$ cat src/rtl/regfile_wb_arbiter.sv
// Register-file writeback arbiter: two requesters (ALU, load) share one write port.
// Round-robin on contention, one-cycle registered output stage, x0 writes dropped.
module regfile_wb_arbiter #(
  parameter int DATA_W = 64,
  parameter int ADDR_W = 5
) (
  input  logic              clk,
  input  logic              rst_n,
  input  logic              hold,
  input  logic              a_valid,
  input  logic [ADDR_W-1:0] a_rd,
  input  logic [DATA_W-1:0] a_data,
  output logic              a_ready,
  input  logic              b_valid,
  input  logic [ADDR_W-1:0] b_rd,
  input  logic [DATA_W-1:0] b_data,
  output logic              b_ready,
  output logic              RegWrite,
  output logic [ADDR_W-1:0] rd,
  output logic [DATA_W-1:0] WriteData,
  output logic [15:0]       wr_count,
  output logic [15:0]       drop_count,
  output logic              prio_state
);

  typedef enum logic {PRIO_A = 1'b0, PRIO_B = 1'b1} prio_e;

  prio_e             prio_q, prio_d;
  logic              regwrite_q, regwrite_d;
  logic [ADDR_W-1:0] rd_q, rd_d;
  logic [DATA_W-1:0] wdata_q, wdata_d;
  logic [15:0]       wr_count_q, wr_count_d;
  logic [15:0]       drop_count_q, drop_count_d;

  logic              grant_a, grant_b, accept, commit, drop;
  logic [ADDR_W-1:0] sel_rd;
  logic [DATA_W-1:0] sel_data;

  // Handshake: a transfer on X happens at a rising edge where X_valid and
  // X_ready are both 1; an ungranted requester keeps valid/rd/data stable.
  always_comb begin
    grant_a  = 1'b0;
    grant_b  = 1'b0;
    if (rst_n && !hold) begin
      grant_a = a_valid && (!b_valid || prio_q == PRIO_A);
      grant_b = b_valid && (!a_valid || prio_q == PRIO_B);
    end
    accept   = grant_a || grant_b;
    sel_rd   = grant_b ? b_rd : a_rd;
    sel_data = grant_b ? b_data : a_data;
    commit   = accept && (sel_rd != '0);
    drop     = accept && (sel_rd == '0);
  end

  always_comb begin
    prio_d       = prio_q;
    regwrite_d   = commit;
    rd_d         = rd_q;
    wdata_d      = wdata_q;
    wr_count_d   = wr_count_q;
    drop_count_d = drop_count_q;
    if (grant_a) prio_d = PRIO_B;
    else if (grant_b) prio_d = PRIO_A;
    if (commit) begin
      rd_d    = sel_rd;
      wdata_d = sel_data;
      if (wr_count_q != 16'hFFFF) wr_count_d = wr_count_q + 16'd1;
    end
    if (drop && drop_count_q != 16'hFFFF) drop_count_d = drop_count_q + 16'd1;
  end

  always_ff @(posedge clk or negedge rst_n) begin
    if (!rst_n) begin
      prio_q       <= PRIO_A;
      regwrite_q   <= 1'b0;
      rd_q         <= '0;
      wdata_q      <= '0;
      wr_count_q   <= '0;
      drop_count_q <= '0;
    end else begin
      prio_q       <= prio_d;
      regwrite_q   <= regwrite_d;
      rd_q         <= rd_d;
      wdata_q      <= wdata_d;
      wr_count_q   <= wr_count_d;
      drop_count_q <= drop_count_d;
    end
  end

  assign a_ready    = grant_a;
  assign b_ready    = grant_b;
  assign RegWrite   = regwrite_q;
  assign rd         = rd_q;
  assign WriteData  = wdata_q;
  assign wr_count   = wr_count_q;
  assign drop_count = drop_count_q;
  assign prio_state = prio_q;

endmodule
$ cat config.mk
export PLATFORM = sky130hd
export DESIGN_NAME = regfile_wb_arbiter
export DESIGN_NICKNAME = d
export VERILOG_FILES = /design/src/rtl/regfile_wb_arbiter.sv
export SDC_FILE = /design/constraint.sdc
export NUM_CORES = 1
export LEC_CHECK = 0
export ABC_AREA = 1
export BUFFER_PORTS_ARGS = -buffer_cell sky130_fd_sc_hd__buf_2
export CORE_ASPECT_RATIO = 0.5
export CORE_MARGIN = 4
export CORE_UTILIZATION = 40
export DETAILED_ROUTE_END_ITERATION = 6
export PLACE_DENSITY = 0.7
export SETUP_SLACK_MARGIN = 0.3
export SYNTH_ARGS = -nofsm -noshare
export SYNTH_HDL_FRONTEND = slang
export SYNTH_SLANG_ARGS = --single-unit
$ cat constraint.sdc
create_clock -name clk -period 2.23 [get_ports clk]
set_input_delay 0.1115 -clock clk [delete_from_list [all_inputs] [get_ports clk]]
set_output_delay 0.1115 -clock clk [all_outputs]
set_load 0.02 [all_outputs]
Word-level counts from Yosys, hierarchy flattened
Index checks and enable logic that the tools add are counted.
- flip-flop bits (word level): 103
- logic and storage cells: 33
- add/subtract/negate cells: 2
- equal/unequal tests: 2
- mux-type cells: 6
- bitwise operators: 1
- reduce and logical (&&, ||, !) cells: 16
- operators with widths (cell ; count):
    64-bit 2-to-1 mux ; 1
    16-bit by 1-bit adder with 16-bit output, second input constant ; 2
    16-bit inequality test, second input constant ; 2
    1-bit logical AND ; 6
    5-bit logical NOT ; 1
    5-bit 2-to-1 mux ; 1
    5-bit nonzero test ; 1
    1-bit 2-to-1 mux ; 4
    1-bit logical NOT ; 3
    1-bit logical OR ; 3
    2-bit AND reduction ; 1
    2-bit nonzero test ; 1
    1-bit inverter ; 1

Depth between registers and ports, before layout
Gate-level depths: netlist (run 1).
- depth after elaboration: 8
- depth in mapped cells: 14

Least setup slack after synthesis (run 1)
Ideal clock, no wire load.
- path kind: register to register
- start: register prio_q, in the netlist prio_state
- end: register wdata_q[21], in the netlist WriteData[21]
- library setup time: 83 ps
- data arrival time: 1747 ps
- required time: 2147 ps
- path slack: 400 ps
- cell stages (with the launch flop): 15
- path buffers: 3
- clock period less this slack: 1830 ps
- path through: dfrtp_1 > inv_2 > nand2_2 > nand3_2 > buf_4 > nand2_1 > nand2_1 > nand2_1 > nor2_4 > nand2_4 > nand2_4 > buf_4 > buf_4 > nand2_1 > o21ai_0
- longest elaborated chain between the ends: 6
- ends and longest elaborated chain (element ; RTL line ; source):
    start: declaration ; 28 ; prio_e prio_q, prio_d;
    start signal: assignment ; 81 ; prio_q <= prio_d;
    1-bit logical OR or 1-bit inverter (tied branches) ; 46, 45 ;
    1-bit logical AND or 1-bit logical OR (tied branches) ; 46, 45 ;
    1-bit 2-to-1 mux or 1-bit logical AND (tied branches) ; 44, 45 ;
    5-bit 2-to-1 mux or 1-bit 2-to-1 mux (tied branches) ; 49, 44 ;
    5-bit nonzero test or 1-bit logical OR (tied branches) ; 51, 48 ;
    1-bit logical AND ; 51 ; commit = accept && (sel_rd != '0);
    end signal: assignment ; 84 ; wdata_q <= wdata_d;
    end: declaration ; 31 ; logic [DATA_W-1:0] wdata_q, wdata_d;
Parallel ways exist; a longest one is shown, timed or not.
A chain may end at the register's enable or synchronous reset.

Worst setup path after layout (run 1)
- start: register prio_q, in the netlist prio_state
- end: register wdata_q[11], in the netlist WriteData[11]
The elaborated chain is that of the path after synthesis.

==> flow_summary.toml, run 1 <==
[status]
status = "completed"

[global_routing]
grt_pass1_wl_um = 23840
grt-ovfl-total = 0
grt_pass1_vias = 4830
grtUsageTotal = 0.1851
grt_start_max_net_pins = 71
antenna_found_initial = 0

[clock_network]
insertion_delay_ns = 0.34
clkSinkCount = 103
clk_pin_slew_ns = 0.07
numCtsBuffers = 9
htree_levels = 3
cts_root_buf = "clkbuf_16"
clk_path_buf_depth = 2
cts_tree = "yes"

[finish]
n_antenna_cell = 0
drive_above_1_share = 0.3571
fillerInstances = 1172
area_growth_pct = 39.43
final-instance-count-excl-fill = 1069
nets = 1039

[detailed_routing]
vias_per_cell = 4.994
wl_um = 17360
ant_nets = 0
wl_per_cell_um = 16.24
drt_iter0_markers = 329
drc_errors = 0
firstDrtPassIters = 5
num_vias = 5339

[timing]
max_freq_mhz = 547.0
finalSetupTns_ns = 0
maxSlewViolCount = 0
fin_crit_sh = 0.8198
rsz0062_at_grt = "false"
min_period_ns = 1.828
tightest_slew_ns = 0.8104
hold_ws_ns = 0.05571
hold_viol_final = 0
skew_ns = 0.005920
slew_headroom = 0.4597
finalSetupViolations = 0

[synthesis]
synthTopCellsByArea = "dfrtp_1 (48%), nand2_1 (13%), mux2i_1 (12%)"
syn_avg_cell_area_sq_um = 8.638
synth-edff-count = 0
synth_seq_cells = 103
yosysMostFrequentCell = "nand2_1"
synth_top_area_frac = 0.4766
ys_seq_area_frac = 0.4766
syn_nets = 771
yosys.area.top_type = "dfrtp_1"
syn_inst = 626
syn-cell-area_sq_um = 5408
synth_ff_type = "dfrtp_1"
synthArstFlopShare = 1.000
ys_warn_count = 0
synthDistinctLibCells = 28
synth_common_cells = "nand2_1 (182), dfrtp_1 (103), mux2i_1 (64)"

[worst_setup_path]
start_kind = "register"
worst-r2r-setup-slack_ns = 0.40
max_stage_delay_ns = 0.39
crit_chain = "inv_2, nand2_4, nand3_4, nand2_1, nand2_2, nand2_2, nor2_4, nand2_8, nand2_8, buf_8, o21ai_1"
worstPathMaxFanout = 17
critical_path_required_ns = 2.45
worstPathArrival_ns = 2.05
reg2reg_to = "WriteData[11]"
r2r_cells = 11
end_kind = "register"
cp_slowest_cell = "dfrtp_1"
reg2reg_from = "prio_state"
crit_family = "simple AND/OR/NAND/NOR gates"
path_buf_inv = 2
critPathKind = "reg -> reg"

[hold_path]
whs_path_depth = 3
hold_path_startpoint = "b_data[48]"
min_to = "WriteData[48]"
hold_class = "in -> reg"

[power_and_ir_drop]
intPower_mw = 3.531
p_switching_mw = 1.838
p_comb_frac = 0.290
ir_worst_vdd_mv = 0.3772
total_leakage_power_nw = 4.352
p_sw_frac = 0.3424
powerDensity_nw_per_um2 = 712.1
power_mw = 5.369
power_frac_seq = 0.434
pwr-share-clk = 0.275

[place]
place_hpwl_um = 11300
placed_cells = 1024
gp_congestion = 0.9116
io_buffers = 247

[flow_run]
maxCapViolCount = 0

[die]
dieArea_sq_um = 15560
die_w_um = 172.4
coreArea_sq_um = 12950
initial_core_util = 0.4175
num_io_pins = 248
num_rows = 29
die_h_um = 90.22
[cell families (layout without fill, tap and decap cells)]
group                      after synthesis  after routing  share of synthesized area
AOI/OAI and AO/OA                       75             75                    0.07011
xor gates and xnor gates                13             13                    0.02106
adders and majority gates                2              2                   0.004627
buffers and inverters                   77            346                    0.06987
DFF                                    103            103                     0.4766
muxes                                   64             64                     0.1185
and+or+nand+nor                        292            296                     0.2392
[registers in the layout, indices dropped and copies added (netlist names)]
name,count
rd,5
prio_state,1
RegWrite,1
drop_count,16
WriteData,64
wr_count,16
[placed cells by master, fill, tap and decap left out, drive strengths merged, types with 2 or more instances in the layout]
cell,n
nand3,23
xnor2,4
xor2,9
clkbuf,19
buf,278
nor2,36
clkinv,3
inv,43
clkinvlp,2
dfrtp,103
ha,2
mux2i,64
nand2,189
nand4,46
o21ai,72
[per-stage QoR]
stage	setup slack, ns	instance area (sq um)	util
global placement	0.3804	6788	0.5240
CTS	0.2789	7078	0.5464
finish	0.4019	7540	0.5821
detailed placement	0.2957	6788	0.5240
floorplan	0.4005	5408	-
global route	0.2778	7540	0.5821
[cell type report]
type | instances | area [sq um] | share of cell area
Clock buffer | 11 | 242.7 | 0.03219
Clock inverter | 5 | 33.78 | 0.004481
Inverter | 43 | 161.4 | 0.02141
Multi-Input combinational cell | 450 | 2547 | 0.3379
Sequential cell | 103 | 2579 | 0.3420
Tap cell | 170 | 212.7 | 0.02821
Timing Repair Buffer | 287 | 1763 | 0.2338
[power groups by stage]
stage,logic [mW],clock network [mW],registers [mW]
3_3_place_gp,1.39,0,2.35
3_5_place_dp,1.42,0,2.36
4_1_cts,1.43,1.53,2.33
2_1_floorplan,0.472,0,2.71
6_report,1.56,1.48,2.33
5_1_grt,1.69,1.60,2.37
[routing by layer]
metal | GRT usage | share of wire | vias up
li1 | - | - | 2644
met5 | 0 | 0 | -
met3 | 0.03681 | 0.044 | 24
met1 | 0.2260 | 0.44 | 2531
met2 | 0.3318 | 0.50 | 140
met4 | 0.04971 | 0.016 | 0
[worst max-delay path by stage]
stage / from / endpoint / slack, ns / cells past startpoint
floorplan: prio_state / WriteData[21] / 0.40 / 14
global placement: prio_state / drop_count[7] / 0.38 / 11
detailed placement: prio_state / drop_count[7] / 0.30 / 11
CTS: prio_state / WriteData[27] / 0.28 / 11
global route: prio_state / WriteData[11] / 0.28 / 12
finish: prio_state / WriteData[11] / 0.40 / 11
[worst reg2reg max path, delay by kind of cell (launching register included)]
| kind | cells | cell delay, ns |
|---|---|---|
| AND/OR/NAND/NOR | 8 | 0.95 |
| buffers and inverters | 2 | 0.28 |
| flip-flops | 1 | 0.39 |
| AO/OA/AOI/OAI | 1 | 0.08 |
[timing repair]
action,CTS,global route
hold buffers,1,0
setup endpoints to repair,20,102
gates cloned,0,21
endpoints found under the hold margin,32,0
pin swaps,0,6
setup buffers,0,7
gates resized for setup,1,17
(Power assumes the default switching activity.)
==> run 2, diff against run 1 <==
- clock period: 2.23 -> 1.7 ns (I/O delays scaled with it)
==> run 2 against run 1 <==
The flow now finishes with violations (hold timing, setup timing). Utilization is 7.9 points higher. Non-clock buffer count is 44 higher. Register-to-register slack worse by 0.54 ns. Critical endpoint is now wr_count[14]. Largest cell class is now multi-input gates. Highest routed layer unchanged.
==> flow_summary.toml, run 2 (synthesis gave the netlist of run 1 again) <==
[die]
die_h_um = 90.22
num_io_pins = 248
initial_core_util = 0.4175
dieArea_sq_um = 15560
coreArea_sq_um = 12950
die_w_um = 172.4
num_rows = 29

[timing]
max_freq_mhz = 545.3
hold_viol_final = 41
min_period_ns = 1.834
finalSetupViolations = 94
skew_ns = 0.006349
setup_slack_ns = -0.1338
rsz0062_at_grt = "true"
slew_headroom = 0.4697
tightest_slew_ns = 0.7955
hold_ws_ns = -0.1839
maxSlewViolCount = 0
fin_crit_sh = 1.079
finalSetupTns_ns = -7.150

[power_and_ir_drop]
p_switching_mw = 2.624
p_comb_frac = 0.338
power_mw = 7.555
intPower_mw = 4.931
pwr-share-clk = 0.258
powerDensity_nw_per_um2 = 881.9
ir_worst_vdd_mv = 0.6563
total_leakage_power_nw = 4.807
p_sw_frac = 0.3474
power_frac_seq = 0.404

[place]
io_buffers = 247
dpl_cell_area_sq_um = 7054
gp_congestion = 0.8360
place_hpwl_um = 11630
pre_cts_ws_ns = -0.02938

[finish]
layout_common_cells = "buf_2 (244), nand2_1 (138), dfrtp_1 (100), mux2i_1 (64), nand4_1 (46)"
n_antenna_cell = 0
fillerInstances = 1057
layout_commonest_cell = "buf_2"
area_growth_pct = 58.42
nets = 1079
utilization = 0.6614
drive_above_1_share = 0.4771
final_area_sq_um = 8567
largest_reg_flops = 64

[clock_network]
htree_levels = 3
numCtsBuffers = 9
clk_path_buf_depth = 2
insertion_delay_ns = 0.34
clk_pin_slew_ns = 0.07
cts_root_buf = "clkbuf_16"
cts_tree = "yes"
clkSinkCount = 103

[detailed_routing]
drt_iter0_markers = 347
num_vias = 5577
firstDrtPassIters = 5
vias_per_cell = 5.029
drc_errors = 0
wl_um = 17820
ant_nets = 0
wl_per_cell_um = 16.07

[global_routing]
grtUsageTotal = 0.2105
grt_pass1_vias = 5324
antenna_found_initial = 0
grt-ovfl-total = 0
grt_pass1_wl_um = 26820
grt_start_max_net_pins = 63

[worst_setup_path]
r2r_cells = 13
critical_path_required_ns = 1.93
worstPathMaxFanout = 8
crit_start = "prio_state"
start_kind = "register"
reg2reg_from = "prio_state"
reg2reg_to = "wr_count[14]"
end_kind = "register"
worst-r2r-setup-slack_ns = -0.13
critPathKind = "reg -> reg"
worstPathArrival_ns = 2.06

[flow_run]
maxCapViolCount = 0

[status]
status = "finished, violations left"
violations = "hold timing, setup timing"

[hold_path]
hold_class = "in -> async"
## run 2: cell types whose count changed in the layout (fill, tap and decap cells not counted), moves of 16 or more
cell     delta
nand2_1    -41
nand2_2    +27
o21ai_1    -16
o21ai_2    +29
buf_4      +16
o21ai_0    -17
## run 2: repair_timing
item / 4_1_cts / 5_1_grt
cloned: 7 / 11
pin swaps: 8 / 21
resized for setup: 62 / 99
hold endpoints to repair: 41 / 41
setup buffers: 19 / 6
setup endpoints to repair: 103 / 104
## run 2: layout make-up
type | count | area (sq um) | area share
clock inverters | 6 | 45.04 | 0.005258
flip-flops and latches | 103 | 2581 | 0.3013
clock buffers | 10 | 229.0 | 0.02673
multi-input cells | 446 | 2872 | 0.3352
repair buffers | 331 | 2466 | 0.2879
well taps | 170 | 212.7 | 0.02483
inverters | 43 | 161.4 | 0.01884
## run 2: critical path, cell delays in order (launching register included)
cell and delay, ns:
dfrtp_2 0.41, inv_2 0.08, nand2_4 0.06, nand3_4 0.16
inv_2 0.08, nand2_1 0.07, nand2_2 0.06, nor2_4 0.13
nand2_4 0.08, buf_4 0.14, buf_8 0.14, clkbuf_16 0.16
nand4_1 0.08, nand2_1 0.07
## run 2: metrics by stage
stage                     hold slack, ns  std cells
final                            -0.1839       1109
after global routing             -0.1318       1109
after floorplan                  -0.2106        626
after CTS                        -0.1641       1092
after detailed placement          0.2082       1050
after global placement            0.2072       1050
## run 2: power by group through the flow
stage                     Sequential, mW  Clock, mW  Combinational [mW]
after global routing                3.10       2.11                2.74
after CTS                           3.02       2.01                2.27
after floorplan                     3.56          0               0.636
after global placement              3.04          0                2.00
final                               3.06       1.95                2.55
after detailed placement            3.06          0                2.04
## run 2: worst max-delay path by stage
| stage | endpoint | slack [ns] | cells after the start |
|---|---|---|---|
| 3_3_place_gp | WriteData[55] | 0.02 | 12 |
| 2_1_floorplan | WriteData[0] | -0.08 | 14 |
| 5_1_grt | WriteData[61] | -0.21 | 14 |
| 3_5_place_dp | WriteData[4] | -0.03 | 12 |
| 4_1_cts | WriteData[18] | -0.03 | 13 |
| 6_report | wr_count[14] | -0.13 | 13 |
## run 2: per-layer routing
metal,vias up,routed length [um],part of all wire,global-route usage
met5,-,0,0,0
met4,0,301,0.017,0.05298
met3,23,828,0.046,0.03374
met2,152,9497,0.53,0.3832
met1,2686,7196,0.40,0.2585
li1,2716,-,-,-
==> run 3, diff against run 2 <==
- clock period: 1.7 -> 2.05 ns (I/O delays scaled with it)
==> run 3 against run 2 <==
The flow now finishes without violations. Utilization is 5.2 points lower. Non-clock buffer count is 33 lower. Critical path depth is 1 higher. Worst hold slack better by 0.23 ns. Clock power is 18% lower. Fmax is 1.5% higher. Combinational power is 28% lower. Global-route usage is 1.2 points lower. Design area is 7.9% lower. Clock-buffer cell count stayed put. Setup slack better by 0.38 ns. Routed wire length is 5.0% lower. Largest cell class unchanged. Largest power group unchanged.
==> flow_summary.toml, run 3 (synthesis gave the netlist of run 1 again) <==
[worst_setup_path]
crit_family = "simple AND/OR/NAND/NOR gates"
critical_path_required_ns = 2.32
r2r_cells = 14
crit_path_frequent_cell = "nand2_2"
reg2reg_to = "WriteData[41]"
cp_slowest_cell = "dfrtp_2"
worstPathMaxFanout = 9
start_kind = "register"
reg2reg_from = "prio_state"
worst-r2r-setup-slack_ns = 0.24
max_stage_delay_ns = 0.41
worstPathArrival_ns = 2.08
path_buf_inv = 4
critPathKind = "reg -> reg"
end_kind = "register"
crit_chain = "inv_2, nand2_4, nand3_4, nand2_2, nand2_2, nand2_2, nor2_4, nand2_4, nand2_8, buf_12, buf_12, clkbuf_16, nand2_1, o21ai_1"

[global_routing]
grt_start_max_net_pins = 60
grtUsageTotal = 0.1981
antenna_found_initial = 1
grt-ovfl-total = 0
grt_pass1_wl_um = 25450
grt_pass1_vias = 5126

[flow_run]
maxCapViolCount = 0

[power_and_ir_drop]
ir_worst_vdd_mv = 0.5766
total_leakage_power_nw = 4.495
powerDensity_nw_per_um2 = 759.5

[detailed_routing]
wl_per_cell_um = 15.70
ant_nets = 0
wl_um = 16930
num_vias = 5314
firstDrtPassIters = 6
drt_iter0_markers = 357
drc_errors = 0
vias_per_cell = 4.929

[clock_network]
clk_pin_slew_ns = 0.07
cts_root_buf = "clkbuf_16"
clk_path_buf_depth = 2
numCtsBuffers = 9
cts_tree = "yes"
htree_levels = 3
insertion_delay_ns = 0.34
clkSinkCount = 103

[timing]
skew_ns = 0.007213
min_period_ns = 1.807
maxSlewViolCount = 0
fin_crit_sh = 0.8816
slew_headroom = 0.4896
hold_viol_final = 0
finalSetupViolations = 0
hold_ws_ns = 0.04282
max_freq_mhz = 553.3
rsz0062_at_grt = "true"
finalSetupTns_ns = 0
tightest_slew_ns = 0.7656

[finish]
area_growth_pct = 45.93
nets = 1047
layout_common_cells = "buf_2 (246), nand2_1 (161), dfrtp_1 (101), mux2i_1 (63), nand4_1 (46)"
layout_commonest_cell = "buf_2"
utilization = 0.6092
drive_above_1_share = 0.4057
final-instance-count-excl-fill = 1078
largest_reg_flops = 64

[die]
die_h_um = 90.22
coreArea_sq_um = 12950
dieArea_sq_um = 15560
num_rows = 29
initial_core_util = 0.4175
die_w_um = 172.4
num_io_pins = 248

[hold_path]
whs_path_depth = 3
min_to = "WriteData[45]"
hold_class = "in -> reg"
hold_path_startpoint = "b_data[45]"

[place]
placed_cells = 1023
io_buffers = 247
place_hpwl_um = 11400
gp_congestion = 0.8435

[status]
status = "completed"
-- run 3: worst max-delay path by stage --
stage | start | endpoint | cells past startpoint
finish | prio_state | WriteData[41] | 14
global route | prio_state | WriteData[49] | 13
CTS | prio_state | WriteData[63] | 14
detailed placement | prio_state | WriteData[46] | 12
global placement | prio_state | WriteData[34] | 11
floorplan | prio_state | rd[0] | 13
-- run 3: area by class of cell --
cell class,instances,area [sq um]
sequential,103,2580
inverter,43,161.4
clock buffer,10,229.0
fill,1116,5062
clock inverter,6,45.04
timing repair buffer,298,1979
antenna,1,2.502
multi-input combinational,447,2681
tap,170,212.7
-- run 3: timing repair --
item / in CTS / in global routing
setup buffers: 14 / 9
hold buffers: 1 / 0
gates resized for setup: 9 / 69
endpoints found under the setup margin: 81 / 145
hold endpoints to repair: 58 / 0
pin swaps: 6 / 9
gates cloned: 5 / 9
-- run 3: where the power goes --
group	internal [mW]	switching (mW)	total, mW
clock network	0.831	0.764	1.60
logic	0.761	1.08	1.84
registers	2.34	0.224	2.56
total	3.93	2.06	5.99
-- run 3: per-layer routing --
metal / global-route usage / up-vias / part of all wire
li1: - / 2653 / -
met1: 0.2448 / 2527 / 0.43
met2: 0.3532 / 118 / 0.51
met3: 0.03988 / 16 / 0.045
met4: 0.04971 / 0 / 0.013
met5: 0 / - / 0
-- run 3: per-stage QoR --
step                area, sq um  worst slack [ns]  total power [mW]
floorplan                  5456            0.2722             3.472
global placement           6807            0.1467             4.062
detailed placement         6807           0.05695             4.116
CTS                        7391            0.3026             5.835
global route               7891            0.1421             6.327
finish                     7891            0.2428             5.993
-- run 3: worst register-to-register path, delay by kind of cell (launching register included) --
kind	cells	cell delay, ns
simple gates	9	0.78
buf+inv	4	0.47
flops	1	0.41
compound gates	1	0.07
